## src/rtl/washer_pkg.sv

```systemverilog
// ----------------------------------------------------------------------------
// washer_pkg
// Shared definitions for the washing-machine control path.
//   - run_state_t : run-state codes, shared with the mode/time model
//   - PH_*        : phase indices 0..7
//   - FIELD_MSB/LSB : bit positions of each phase duration in the 26-bit
//                     program word (phase 0 sits in the MSBs)
//   - *_MASK      : one bit per phase, set where an actuator is enabled
//   - field_of()  : extracts a phase duration, zero-extended to 4 bits
// ----------------------------------------------------------------------------
package washer_pkg;

    typedef enum logic [2:0] {
        ST_IDLE  = 3'd1,
        ST_RUN   = 3'd3,
        ST_ERROR = 3'd4,
        ST_PAUSE = 3'd5,
        ST_DONE  = 3'd6
    } run_state_t;

    localparam int PROG_W     = 26;
    localparam int NUM_PHASES = 8;

    localparam logic [2:0] PH_FILL1  = 3'd0;
    localparam logic [2:0] PH_WASH   = 3'd1;
    localparam logic [2:0] PH_DRAIN1 = 3'd2;
    localparam logic [2:0] PH_SPIN1  = 3'd3;
    localparam logic [2:0] PH_FILL2  = 3'd4;
    localparam logic [2:0] PH_RINSE  = 3'd5;
    localparam logic [2:0] PH_DRAIN2 = 3'd6;
    localparam logic [2:0] PH_SPIN2  = 3'd7;

    // Field layout, MSB first: 3,4,3,3,3,4,3,3 bits.
    localparam int FIELD_MSB [NUM_PHASES] = '{25, 22, 18, 15, 12, 9, 5, 2};
    localparam int FIELD_LSB [NUM_PHASES] = '{23, 19, 16, 13, 10, 6, 3, 0};

    localparam logic [7:0] WATER_MASK = (8'd1 << PH_FILL1) | (8'd1 << PH_FILL2);
    localparam logic [7:0] WASH_MASK  = (8'd1 << PH_WASH)  | (8'd1 << PH_RINSE);
    // The drain stays open while spinning, so spin phases appear here too.
    localparam logic [7:0] DRAIN_MASK = (8'd1 << PH_DRAIN1) | (8'd1 << PH_SPIN1) |
                                        (8'd1 << PH_DRAIN2) | (8'd1 << PH_SPIN2);
    localparam logic [7:0] SPIN_MASK  = (8'd1 << PH_SPIN1) | (8'd1 << PH_SPIN2);

    function automatic logic [3:0] field_of(input logic [PROG_W-1:0] w,
                                            input logic [2:0]        idx);
        logic [3:0] sh;
        sh = 4'(w >> FIELD_LSB[idx]);
        if ((FIELD_MSB[idx] - FIELD_LSB[idx]) == 3)
            field_of = sh;
        else
            field_of = {1'b0, sh[2:0]};
    endfunction

endpackage

```

## src/rtl/phase_skip.sv

```systemverilog
// ----------------------------------------------------------------------------
// phase_skip
// Purely combinational search for the next phase with a nonzero duration.
//   prog_reg   in  26 : program word to search
//   cur        in  3  : current phase; search starts strictly after it
//   from_start in  1  : 1 = search from "before phase 0" (initial load)
//   next_phase out 3  : lowest qualifying phase index
//   next_field out 4  : that phase's duration
//   found      out 1  : a qualifying phase exists
// ----------------------------------------------------------------------------
module phase_skip
    import washer_pkg::*;
(
    input  logic [PROG_W-1:0] prog_reg,
    input  logic [2:0]        cur,
    input  logic              from_start,
    output logic [2:0]        next_phase,
    output logic [3:0]        next_field,
    output logic              found
);

    logic [3:0] f;

    // Scan downwards so the lowest qualifying index is the last one written.
    always_comb begin
        next_phase = '0;
        next_field = '0;
        found      = 1'b0;
        f          = '0;
        for (int i = NUM_PHASES - 1; i >= 0; i--) begin
            f = field_of(prog_reg, 3'(i));
            if ((from_start || (3'(i) > cur)) && (f != 4'd0)) begin
                found      = 1'b1;
                next_phase = 3'(i);
                next_field = f;
            end
        end
    end

endmodule

```

## src/rtl/run_sequencer.sv

```systemverilog
// ----------------------------------------------------------------------------
// run_sequencer
// Executes a selected washing program: eight phases, each counted down in
// seconds, zero-length phases skipped.
//   cp, rst            : clock, asynchronous active-high reset
//   tick               : 1 Hz one-cycle pulse
//   start              : start button pulse (debounced)
//   pauseBtn           : pulse toggling run/pause
//   lidOpen            : level, 1 = lid open
//   program_word [26]  : phase durations, latched on start
//   runState [3]       : state code (idle 1, run 3, error 4, pause 5, done 6)
//   phase [3], remain [4], total [7] : display data
//   waterValve, washMotor, drainValve, spinMotor : actuators (RUN only)
//   alarm              : high in error and done
// Every output comes from a register (total is arithmetic on registers only),
// so no input reaches an output combinationally.
// ----------------------------------------------------------------------------
module run_sequencer
    import washer_pkg::*;
(
    input  logic              cp,
    input  logic              rst,
    input  logic              tick,
    input  logic              start,
    input  logic              pauseBtn,
    input  logic              lidOpen,
    input  logic [PROG_W-1:0] program_word,
    output logic [2:0]        runState,
    output logic [2:0]        phase,
    output logic [3:0]        remain,
    output logic [6:0]        total,
    output logic              waterValve,
    output logic              washMotor,
    output logic              drainValve,
    output logic              spinMotor,
    output logic              alarm
);

    run_state_t        state, nxt_state;
    logic [PROG_W-1:0] prog_reg, nxt_prog;
    logic [2:0]        nxt_phase;
    logic [3:0]        nxt_remain;

    logic [2:0] init_phase, adv_phase;
    logic [3:0] init_field, adv_field;
    logic       init_found, adv_found;
    logic [6:0] total_sum;

    // Initial load searches the live input word, since prog_reg is only
    // written on the same edge.
    phase_skip u_init_skip (
        .prog_reg   (program_word),
        .cur        (3'd0),
        .from_start (1'b1),
        .next_phase (init_phase),
        .next_field (init_field),
        .found      (init_found)
    );

    phase_skip u_adv_skip (
        .prog_reg   (prog_reg),
        .cur        (phase),
        .from_start (1'b0),
        .next_phase (adv_phase),
        .next_field (adv_field),
        .found      (adv_found)
    );

    // Next-state decode. Priority in RUN: lidOpen, then pauseBtn, then tick,
    // so a tick coinciding with entry into PAUSE or ERROR is dropped.
    always_comb begin
        nxt_state  = state;
        nxt_phase  = phase;
        nxt_remain = remain;
        nxt_prog   = prog_reg;
        case (state)
            ST_IDLE: begin
                if (start) begin
                    nxt_prog = program_word;
                    if (init_found) begin
                        nxt_state  = ST_RUN;
                        nxt_phase  = init_phase;
                        nxt_remain = init_field;
                    end else begin
                        nxt_state  = ST_DONE;
                        nxt_phase  = '0;
                        nxt_remain = '0;
                    end
                end
            end
            ST_RUN: begin
                if (lidOpen) begin
                    nxt_state = ST_ERROR;
                end else if (pauseBtn) begin
                    nxt_state = ST_PAUSE;
                end else if (tick) begin
                    if (remain > 4'd1) begin
                        nxt_remain = remain - 4'd1;
                    end else if (adv_found) begin
                        nxt_phase  = adv_phase;
                        nxt_remain = adv_field;
                    end else begin
                        nxt_state  = ST_DONE;
                        nxt_phase  = '0;
                        nxt_remain = '0;
                    end
                end
            end
            ST_PAUSE: begin
                if (lidOpen)
                    nxt_state = ST_ERROR;
                else if (pauseBtn)
                    nxt_state = ST_RUN;
            end
            ST_ERROR: begin
                if (start && !lidOpen)
                    nxt_state = ST_RUN;
            end
            ST_DONE: begin
                if (start)
                    nxt_state = ST_IDLE;
            end
            default: begin
                nxt_state  = ST_IDLE;
                nxt_phase  = '0;
                nxt_remain = '0;
            end
        endcase
    end

    // State and registered outputs. Actuators are decoded from the next
    // state/phase so they line up with the phase they belong to.
    always_ff @(posedge cp or posedge rst) begin
        if (rst) begin
            state      <= ST_IDLE;
            phase      <= '0;
            remain     <= '0;
            prog_reg   <= '0;
            waterValve <= 1'b0;
            washMotor  <= 1'b0;
            drainValve <= 1'b0;
            spinMotor  <= 1'b0;
            alarm      <= 1'b0;
        end else begin
            state      <= nxt_state;
            phase      <= nxt_phase;
            remain     <= nxt_remain;
            prog_reg   <= nxt_prog;
            waterValve <= (nxt_state == ST_RUN) && WATER_MASK[nxt_phase];
            washMotor  <= (nxt_state == ST_RUN) && WASH_MASK[nxt_phase];
            drainValve <= (nxt_state == ST_RUN) && DRAIN_MASK[nxt_phase];
            spinMotor  <= (nxt_state == ST_RUN) && SPIN_MASK[nxt_phase];
            alarm      <= (nxt_state == ST_ERROR) || (nxt_state == ST_DONE);
        end
    end

    assign runState = state;

    // Time left in the program: current count plus every later field.
    // Only meaningful while a program is in progress; reads 0 otherwise.
    always_comb begin
        total_sum = 7'(remain);
        for (int i = 0; i < NUM_PHASES; i++) begin
            if (3'(i) > phase)
                total_sum = total_sum + 7'(field_of(prog_reg, 3'(i)));
        end
        if ((state == ST_RUN) || (state == ST_PAUSE) || (state == ST_ERROR))
            total = total_sum;
        else
            total = '0;
    end

endmodule

```

## config.mk

```make
export PLATFORM = sky130hd
export DESIGN_NAME = run_sequencer
export DESIGN_NICKNAME = d
export VERILOG_FILES = /design/src/rtl/washer_pkg.sv /design/src/rtl/phase_skip.sv /design/src/rtl/run_sequencer.sv
export SDC_FILE = /design/constraint.sdc
export NUM_CORES = 1
export LEC_CHECK = 0
export BUFFER_PORTS_ARGS = -buffer_cell sky130_fd_sc_hd__buf_2
export CAP_MARGIN = 20
export CORE_ASPECT_RATIO = 0.9
export CORE_MARGIN = 3
export CORE_UTILIZATION = 35
export CTS_CLUSTER_SIZE = 40
export DETAILED_ROUTE_END_ITERATION = 8
export PLACE_DENSITY = 0.59
export SLEW_MARGIN = 20
export SYNTH_ARGS = -nofsm -noshare
export SYNTH_HDL_FRONTEND = slang
export SYNTH_SLANG_ARGS = --single-unit
```

## constraint.sdc

```tcl
create_clock -name cp -period 9.05 [get_ports cp]
set_input_delay 0.4525 -clock cp [delete_from_list [all_inputs] [get_ports cp]]
set_output_delay 0.4525 -clock cp [all_outputs]
set_load 0.01 [all_outputs]
```

==> results list, run 1 <==
- Clock Sink Count: 38
- The total overflow left after global routing is 0.
- Entering global routing, the biggest net connects 39 pins.
- The mapped netlist covers 0.00392 mm^2.
* Max Fclk: 0.125 GHz
- The worst register-to-register path ends at spinMotor.
- During placement, the flow inserted port buffers numbering 53.
* Cells after synthesis: 493
* Fraction of post-synthesis cell area in the top cell type by area: 23.6%
- After detailed placement, the total cell area comes to 0.00431 mm^2.
- The tool flagged a number of max-cap violations equal to 0.
- After detailed routing, the total wire length is 10,900 um.
* Shortest clock period the worst path allows after layout: 8030 ps
* Startpoint type of the worst setup path: flip-flop
- Worst hold path class: in -> async
* Global-route wire length before repair: 18,400 um
- The largest single stage delay on the critical path is 550 ps.
- The via count of the first global-routing pass was 3,760.
- Across all register-to-register paths, the minimum setup slack is 5780 ps.
- Growth of design area from synthesis to finish: 13.6%
* Number of remaining DRC errors: 0
* Count of cells resized by post-cts repair: 0
- Clock slew at the register clock pins of the worst setup and hold paths: 60 ps
* Number of buffers inserted during clock tree synthesis: 5
* Multi-input gate area in the final layout: 0.00275 mm^2
- TritonCTS built the clock tree.
* Final Util: 41.0%
- Number of storage elements in the synthesis netlist: 38
- Actual transition at the worst max-transition pin: 712 ps
- Logic depth of the worst register-to-register path: 10
* Count of nets left with antenna violations after detail routing: 0
- The net count of the finished layout is 601.
- # diodes: 0
- Post-synthesis net count: 557
* Buffer levels on the longest clock path: 2
- Startpoint-to-endpoint class of the critical path: reg -> out
- Effective utilization at floorplan: 36.1%
* Period utilisation layout: 88.7%
- Number of unique standard cell types used by synthesis: 68
- Core Area: 0.0109 mm^2
- Counting the fill cells in the layout gives 1,133.
- Initial drt markers: 233
* Most frequent CP cell: fa_1
* Antenna violations before repair: 0
* Clock H-tree levels: 2
- The top cell types in the final layout, fill and taps aside, are 53 x buf_2, 48 x nand2_1, 42 x a21oi_1, 41 x nor2_1.
* Endpoints failing hold: 0
- The clock arrives with 5.76 ps of skew.
- Sequential-to-total area share from yosys stat: 24.3%
* DR vias: 3,784
* RSZ-0062 raised after global routing: false
* EDFF count, synth: 0
- Number of placed I/O pins: 54
- Height of the die: 106 um
- Along the worst path, the maximum fanout reaches 17.
- Setup violations remaining at the end of the flow were counted as 0.
* Vias per std cell: 5.48
- The later pin in the worst-skew pair is clocked with a latency of 280 ps.
* Total setup buffers inserted after CTS: 0
- Flip-flop count of the largest register after layout: 23
- A synthesized cell averages 7.95 um^2.
* Critical path capture point type: output port
- Synth area leader: dfrtp_1
- Dpl hpwl: 8730 um
- Cell types occupying the most area after synthesis: dfrtp_1 24%, ha_1 8.0%, mux2_2 5.7%
- Req. time, crit path: 8600 ps
- Buffer type at the clock tree root: clkbuf_16
- Status: finished clean
* FF/Latch Area: 952 um^2
- Detailed-routing iteration count for the pre-antenna-repair pass: 7
* Post-synth top flop: dfrtp_1
* Die ar.: 0.0125 mm^2
- Total global-route track usage: 17.7%
- After synthesis, the share of flip-flops with an asynchronous set or reset is 100%.
* Most common cell after layout, fill and taps aside: buf_2
- In the final routed layout, each cell accounts on average for 15.9 um.
- On the critical path, the stage with the largest delay is an instance of dfrtp_1.
- The die is 118 um wide.
* Row count: 36
* Data arrival time of the worst path: 7570 ps
- In this run the critical register-to-register path is launched from phase[2].
- TNS Setup: 0 ps
- Final Slew Violations: 0
- After routing the design area is 0.00445 mm^2.
- Cells with a size suffix above 1 make up 17.8% of the layout.
- The Yosys step of the flow raised 0 warnings.
- Headroom to the max-slew limit came out at 51.9%.
* Hold-fix buffers at CTS: 0
- Global placement routability congestion: 0.893
-- metal layers --
layer	wire, um	GRT usage (%)	part of all wire (%)	vias to the layer above
met3	499	2.45	4.6	11
met2	4910	28.8	45	103
met4	122	4.52	1.1	0
met1	5410	24.9	49	1795
met5	0	0	0	-
li1	-	-	-	1875
-- cells in the mapped netlist (all sizes together) (5+ instances only) --
master   n
mux2    20
a211oi   7
ha      25
o31ai    8
o211ai   6
a21o    11
a21oi   42
nor2b    9
nand3   11
inv     35
xnor2    8
o21ai   37
fa       7
nor3    18
nand2   49
or3      5
and2     8
nor2    41
clkbuf  17
dfrtp   37
nand2b  10
-- through the flow --
stage / worst slack [ps] / hold slack [ps] / std cells
final: 1020 / 281 / 690
after global routing: 278 / 316 / 690
after CTS: 980 / 297 / 690
after detailed placement: 1280 / 589 / 682
after global placement: 1590 / 575 / 682
after floorplan: 1940 / 533 / 493
-- layout make-up --
| cell class | instances | share of cell area (%) |
|---|---|---|
| flip-flops and latches | 38 | 21.4 |
| repair buffers | 57 | 6.63 |
| clock buffers | 8 | 3.06 |
| well taps | 152 | 4.27 |
| multi-input cells | 400 | 61.7 |
| inverters | 35 | 2.95 |
-- worst max-delay path by stage --
stage	start	endpoint	slack, ps	cells after the start
floorplan	phase[1]	total[5]	1940	33
global placement	phase[2]	total[5]	1590	32
detailed placement	phase[2]	total[5]	1280	32
CTS	phase[2]	total[5]	980	32
global route	phase[2]	total[5]	280	32
finish	phase[2]	total[5]	1020	32
-- cells by family (layout without fill, tap and decap cells) --
logic type,Yosys count,count (layout),synth area share [%]
and+or+nand+nor,175,175,22.5
AOI/OAI and AO/OA,157,157,26.1
buffers and inverters,55,100,5.68
DFF,38,38,24.3
adders and majority gates,32,32,11.6
muxes,23,23,6.51
xor gates and xnor gates,13,13,3.29
-- critical path, delay by kind of cell, from the launching register on --
| family | cells | cell delay, ps |
|---|---|---|
| compound gates | 9 | 1400 |
| flops | 1 | 550 |
| fa+ha+maj | 7 | 2770 |
| mux | 1 | 320 |
| simple gates | 11 | 1890 |
| buf+inv | 4 | 350 |
Power of run 1 is not shown: default switching activity piles up to over one toggle a cycle in this logic, so the estimate is an artifact.
==> run 2, diff against run 1 <==
--- a/config.mk
+++ b/config.mk
@@ -12,8 +12,9 @@
 export CORE_UTILIZATION = 35
 export CTS_CLUSTER_SIZE = 40
 export DETAILED_ROUTE_END_ITERATION = 8
-export PLACE_DENSITY = 0.59
+export PLACE_DENSITY = 0.58
 export SLEW_MARGIN = 20
 export SYNTH_ARGS = -nofsm -noshare
 export SYNTH_HDL_FRONTEND = slang
+export SYNTH_HIERARCHICAL = 1
 export SYNTH_SLANG_ARGS = --single-unit
==> constraint.sdc (replaced) <==
create_clock -name cp -period 9.05 [get_ports cp]
set_input_delay 1.3575 -clock cp [delete_from_list [all_inputs] [get_ports cp]]
set_output_delay 1.3575 -clock cp [all_outputs]
set_load 0.01 [all_outputs]
==> results list, run 2 <==
- Number of global-route vias before repair: 4,616 (+23%)
* Status: finished clean
- Initial drt markers: 460 (+97%)
* EDFF count, synth: 0 (unchanged)
* DR vias: 4,771 (+26%)
- Core Area: 0.0130 mm^2 (+20%)
- Setup repair after global routing left no endpoint under its margin.
- Row count: 39 (+8.3%)
- The min-delay analysis places its worst path in the category reg -> reg.
* Actual transition at the worst max-transition pin: 887 ps (+174 ps)
- Total global-route track usage: 20.2% (+2.5 points)
- Detailed-routing iteration count for the pre-antenna-repair pass: 5 (-2)
- The number of antenna violations at the first check in global routing is 0 (unchanged).
- Number of unique standard cell types used by synthesis: 87 (+28%)
* Worst hold slack: 581 ps (+301 ps)
- Startpoint type of the worst setup path: flip-flop
- Post-synth top flop: dfrtp_1
- Pin count of the biggest net entering global routing: 42 (+7.7%)
- Number of buffers inserted during clock tree synthesis: 5 (unchanged)
- Max stage delay on crit path: 540 ps (about the same)
* Die Wd: 129 um (+9.5%)
- Sequential-to-total area share from yosys stat: 21.7% (-2.6 points)
- The mean post-synth cell area came to 7.97 um^2 (+0.21%).
- The number of buffers inserted by hold repair at cts is 0 (unchanged).
- The maximum buffer depth of the clock tree was 2 (unchanged).
- Clock slew at the register clock pins of the worst setup and hold paths: 60 ps (about the same)
- Flip-flop count of the largest register after layout: 26 (+13%)
- The total count of hold-check failures in the final report came to 0 (unchanged).
- The clock latency at the later pin of the worst-skew pair is 290 ps (about the same).
- Setup Viol. Count Final: 0 (unchanged)
- Final #Nets: 729 (+21%)
- Shortest clock period the worst path allows after layout: 8560 ps (+538 ps)
- Startpoint-to-endpoint class of the critical path: reg -> out
* Netlist Area Pre-Place: 0.00474 mm^2 (+21%)
* Cell types occupying the most area after synthesis: dfrtp_1 21%, ha_1 6.6%, mux2_2 6.2%
* Largest driver fanout on the critical path: 8 (-9)
* Clock Sink Count: 41 (+7.9%)
- # diodes: 0 (unchanged)
* Residual overflow from global routing: 0 (unchanged)
- Global placement routability congestion: 0.875 (-2.0%)
- The height of the chip was 116 um (+9.4%).
- Max Fclk: 0.117 GHz (-6.3%)
- The proportion of register bits with asynchronous set or reset after synthesis is 100% (unchanged).
- Most frequent CP cell: fa_1
- Final routed wirelength across all metal layers: 14,600 um (+33%)
- Most common cell after layout, fill and taps aside: nand2_1
- Period utilisation layout: 94.6% (+5.9 points)
- The required time at the endpoint of the critical path came to 7690 ps (-910 ps).
- Clock tree from TritonCTS: done
- The count of input and output buffers was 53 (unchanged).
* Number of storage elements in the synthesis netlist: 41 (+7.9%)
* Rel. slew slack: 40.3% (-12 points)
* Most common cell in the netlist: nand2_1
- The arrival time reported for the critical path endpoint is 7210 ps (-360 ps).
* Share of cells above drive strength 1: 20.6% (+2.7 points)
- By count the netlist is led by 55 x nand2_1, 47 x a21oi_1, 46 x o21ai_0, 40 x dfrtp_1, 39 x inv_1.
* Vias per std cell: 5.75 (+4.8%)
- Critical path capture point type: output port
* Number of remaining DRC errors: 0 (unchanged)
- The cell count after synthesis was 595 (+21%).
- Worst-path cell with the longest stage delay: fa_1
* Worst Clk Skew: 5.01 ps (-0.750 ps)
* TNS Setup: 0 ps (unchanged)
- Synth area leader: dfrtp_1
- The number of H-tree levels is 2 (unchanged).
- The detailed placement HPWL was 11,600 um (+33%).
- In the layout the commonest cells are 55 x nand2_1, 53 x buf_2, 45 x o21ai_0, 43 x a21oi_1.
- The final routed wire length divided by cell count is 17.6 um (+11%).
- Count of nets left with antenna violations after detail routing: 0 (unchanged)
* Cell Count Post-Placement: 822 (+21%)
* Number of warning messages in the yosys log: 6 (+6)
- The cell sitting at the root of the clock tree is a clkbuf_16.
- Effective utilization at floorplan: 36.5% (+0.41 points)
* Number of placed I/O pins: 54 (unchanged)
* Total setup buffers inserted after CTS: 0 (unchanged)
* Global-route wire length before repair: 24,200 um (+32%)
* Number of max-cap violations: 0 (unchanged)
- Fraction of post-synthesis cell area in the top cell type by area: 21.1% (-2.5 points)
- The final cell count without fillers came to 830 (+20%).
* Count of cells resized by post-cts repair: 0 (unchanged)
* Final Slew Violations: 0 (unchanged)
- From synthesis to final layout, the design area changed by 14.7%.
* Die ar.: 0.0150 mm^2 (+20%)
-- run 2: metal layers --
metal | vias to the layer above | wire length, um | GRT usage [%]
met5 | - | 0 | 0
met4 | 0 | 346 | 6.02
met3 | 25 | 962 | 3.84
met2 | 181 | 6300 | 30.5
met1 | 2231 | 6990 | 29.3
li1 | 2334 | - | -
-- run 2: kinds of logic (layout without fill, tap and decap cells) --
family	count (synthesis)	after routing	share of synthesized area (%)
xor+xnor	15	15	3.06
mux	32	32	7.47
simple gates	191	191	20.5
compound gates	218	218	32.2
buf+inv	64	107	5.33
other cells	2	30	0.158
flops	41	41	21.7
fa+ha+maj	32	32	9.56
-- run 2: per-stage QoR --
step / cell area [um^2] / util (%) / setup slack [ps]
after floorplan: 4840 / - / 970
after global placement: 5270 / 40.6 / 763
after detailed placement: 5270 / 40.6 / 547
after CTS: 5410 / 41.6 / 181
after global routing: 5440 / 41.9 / 10.8
final: 5440 / 41.9 / 485
-- run 2: area by class of cell --
type | count | area [um^2]
Fill cell | 1338 | 7540
Multi-Input combinational cell | 518 | 3600
Sequential cell | 41 | 1030
Timing Repair Buffer | 60 | 318
Tap cell | 164 | 205
Inverter | 39 | 146
Clock buffer | 7 | 133
Clock inverter | 1 | 5.00
-- run 2: final timing paths --
| kind | end | slack, ps | start | cells after the start |
|---|---|---|---|---|
| min in group asynchronous | waterValve | 1200 | rst | 3 |
| min | prog_reg[19] | 580 | prog_reg[19] | 1 |
| max in group asynchronous | remain[0] | 7470 | rst | 3 |
| max | total[6] | 490 | remain[0] | 28 |
| max reg2reg | waterValve | 5800 | phase[2] | 11 |
| min reg2reg | prog_reg[19] | 580 | prog_reg[19] | 1 |
-- run 2: worst max-delay path: cells and delay by family (launching register included) --
family / cells / cell delay [ps]
buffers and inverters: 6 / 510
adders and majority gates: 8 / 3390
DFF: 1 / 460
muxes: 3 / 720
and+or+nand+nor: 3 / 410
xor gates and xnor gates: 1 / 140
AOI/OAI and AO/OA: 7 / 1250
Power of run 2 is left out for the same reason.
==> run 3, diff against run 2 <==
--- a/config.mk
+++ b/config.mk
@@ -5,14 +5,14 @@
 export SDC_FILE = /design/constraint.sdc
 export NUM_CORES = 1
 export LEC_CHECK = 0
-export BUFFER_PORTS_ARGS = -buffer_cell sky130_fd_sc_hd__buf_2
+export BUFFER_PORTS_ARGS = -buffer_cell sky130_fd_sc_hd__buf_4
 export CAP_MARGIN = 20
 export CORE_ASPECT_RATIO = 0.9
 export CORE_MARGIN = 3
-export CORE_UTILIZATION = 35
+export CORE_UTILIZATION = 40
 export CTS_CLUSTER_SIZE = 40
 export DETAILED_ROUTE_END_ITERATION = 8
-export PLACE_DENSITY = 0.58
+export PLACE_DENSITY = 0.64
 export SLEW_MARGIN = 20
 export SYNTH_ARGS = -nofsm -noshare
 export SYNTH_HDL_FRONTEND = slang
==> results list, run 3 (synthesized netlist as in run 2, its figures left out) <==
* Status: finished clean
- The number of detailed-routing iterations run before antenna repair was 5 (unchanged).
- The detailed placement HPWL is 11,400 um (-1.9%).
* Growth of design area from synthesis to finish: 17.4%
- Logic depth of the worst register-to-register path: 11 (unchanged)
- The number of instances resized during post-cts repair came to 0 (unchanged).
- The core area came to 0.0115 mm^2 (-12%).
- Row count: 37 (-5.1%)
- Antenna violations before repair: 0 (unchanged)
- Number of buffers inserted during clock tree synthesis: 5 (unchanged)
- Number of port buffers: 53 (unchanged)
* Post-placement cell area: 0.00539 mm^2 (+2.3%)
* Total setup buffers inserted after CTS: 0 (unchanged)
- The final non-filler cell area was 0.00557 mm^2 (+2.4%).
* Vias per std cell: 5.89 (+2.5%)
- The maximum buffer depth of the clock tree was 2 (unchanged).
- TNS Setup: 0 ps (unchanged)
- The final setup slack of the worst path was 372 ps (-113 ps).
* Number of global-route vias before repair: 4,639 (+0.50%)
- In this run the critical register-to-register path is launched from phase[2].
* Pin count of the biggest net entering global routing: 42 (unchanged)
- The time the worst path needs with I/O delays and setup was 8680 ps (+113 ps).
* Crit path to: total[5]
- Most common cell after layout, fill and taps aside: buf_4
* Setup Viol. Count Final: 0 (unchanged)
- Setup crit start: remain[0]
- # diodes: 0 (unchanged)
* Max Fclk: 0.115 GHz (-1.3%)
- Startpoint-to-endpoint class of the critical path: reg -> out
- The count of unresolved DRC violations after routing was 0 (unchanged).
* Die ar.: 0.0132 mm^2 (-12%)
- Clock Sink Count: 41 (unchanged)
* Global-route wire length before repair: 23,500 um (-2.7%)
- Total global-route track usage: 22.4% (+2.3 points)
* Number of max-cap violations: 0 (unchanged)
* Worst-path cell with the longest stage delay: fa_1
* Endpoints failing hold: 0 (unchanged)
* Largest driver fanout on the critical path: 8 (unchanged)
- The transition at the pin with the smallest max-transition slack came to 857 ps (-29.8 ps).
* Capture instance of the worst register-to-register path: washMotor
- Die Wd: 121 um (-6.2%)
- The final routed wire length divided by cell count came to 17.8 um (+1.1%).
- Hold-fix buffers at CTS: 0 (unchanged)
- The final core area utilization came to 48.5% (+6.6 points).
- Clock Latency Late Sink: 290 ps (about the same)
- The fraction of the cycle the final worst path needs came to 95.9% (+1.2 points).
- The required time at the endpoint of the critical path came to 7690 ps (about the same).
- Final routed wirelength across all metal layers: 14,600 um (+0.14%)
- The routability-driven placement congestion ratio came to 0.949 (+8.5%).
* Data arrival time of the worst path: 7320 ps (+110 ps)
- Residual overflow from global routing: 0 (unchanged)
- The reg-to-reg setup timing slack is 5770 ps (-30 ps).
- Clock tree from TritonCTS: done
- Max stage delay on crit path: 540 ps (about the same)
- Clock H-tree levels: 2 (unchanged)
* Effective utilization at floorplan: 41.3% (+4.8 points)
- In this run the clock root is driven by a clkbuf_16.
* Pre-CTS WS: 569 ps (+21.7 ps)
* Rel. slew slack: 42.4% (+2.0 points)
- The post-layout net count was 729 (unchanged).
* Final Slew Violations: 0 (unchanged)
- Height of the die: 109 um (-6.1%)
- Clock slew at the register clock pins of the worst setup and hold paths: 60 ps (about the same)
* Worst Clk Skew: 8.23 ps (+3.22 ps)
- STA classifies the critical path startpoint as a flip-flop.
* Critical path capture point type: output port
- Share of cells above drive strength 1: 20.9% (+0.30 points)
- Number of placed I/O pins: 54 (unchanged)
- Flip-flop count of the largest register after layout: 26 (unchanged)
- Initial drt markers: 367 (-20%)
- In the layout the commonest cells are 60 x buf_4, 55 x nand2_1, 45 x o21ai_0, 43 x a21oi_1.
- The via count is 4,845 (+1.6%).
- The path class of the tightest hold or removal check is reg -> reg.
* Count of nets left with antenna violations after detail routing: 0 (unchanged)
- Most frequent CP cell: fa_1
-- run 3: cell count changes in the layout (fill, tap and decap cells not counted), sizes merged --
cell      previous run  this run
clkbuf               7         5
clkinv               1         2
clkinvlp             0         1
-- run 3: worst min path at each step --
stage              endpoint    startpoint  cells past startpoint
2_1_floorplan  prog_reg[21]  prog_reg[21]                      1
3_3_place_gp   prog_reg[19]  prog_reg[19]                      1
3_5_place_dp   prog_reg[19]  prog_reg[19]                      1
4_1_cts        prog_reg[23]  prog_reg[23]                      1
5_1_grt        prog_reg[23]  prog_reg[23]                      1
6_report       prog_reg[23]  prog_reg[23]                      1
-- run 3: area by class of cell --
cell class                 instances  area, um^2
clock buffer                       5         125
multi-input combinational        518        3600
fill                            1171        5910
tap                              156         195
timing repair buffer              60         450
inverter                          39         146
clock inverter                     3        17.5
sequential                        41        1030
-- run 3: worst max-delay path, delay by kind of cell (launching register included) --
kind            cells  cell delay (ps)
compound gates      9             1580
simple gates        3              430
mux                 3              490
fa+ha+maj           8             3380
buf+inv             6              530
xor+xnor            1              140
flops               1              460
-- run 3: stage by stage --
stage,hold WS (ps),cells
3_3_place_gp,550,814
5_1_grt,591,822
4_1_cts,582,822
3_5_place_dp,558,814
2_1_floorplan,527,623
6_report,577,822
-- run 3: metal layers --
| metal | vias up | wire [um] | GRT usage [%] |
|---|---|---|---|
| met2 | 208 | 6580 | 35.6 |
| li1 | 2328 | - | - |
| met5 | - | 0 | 0 |
| met4 | 0 | 255 | 5.99 |
| met3 | 19 | 1130 | 5.29 |
| met1 | 2290 | 6660 | 30.8 |
Power of run 3 is left out for the same reason.
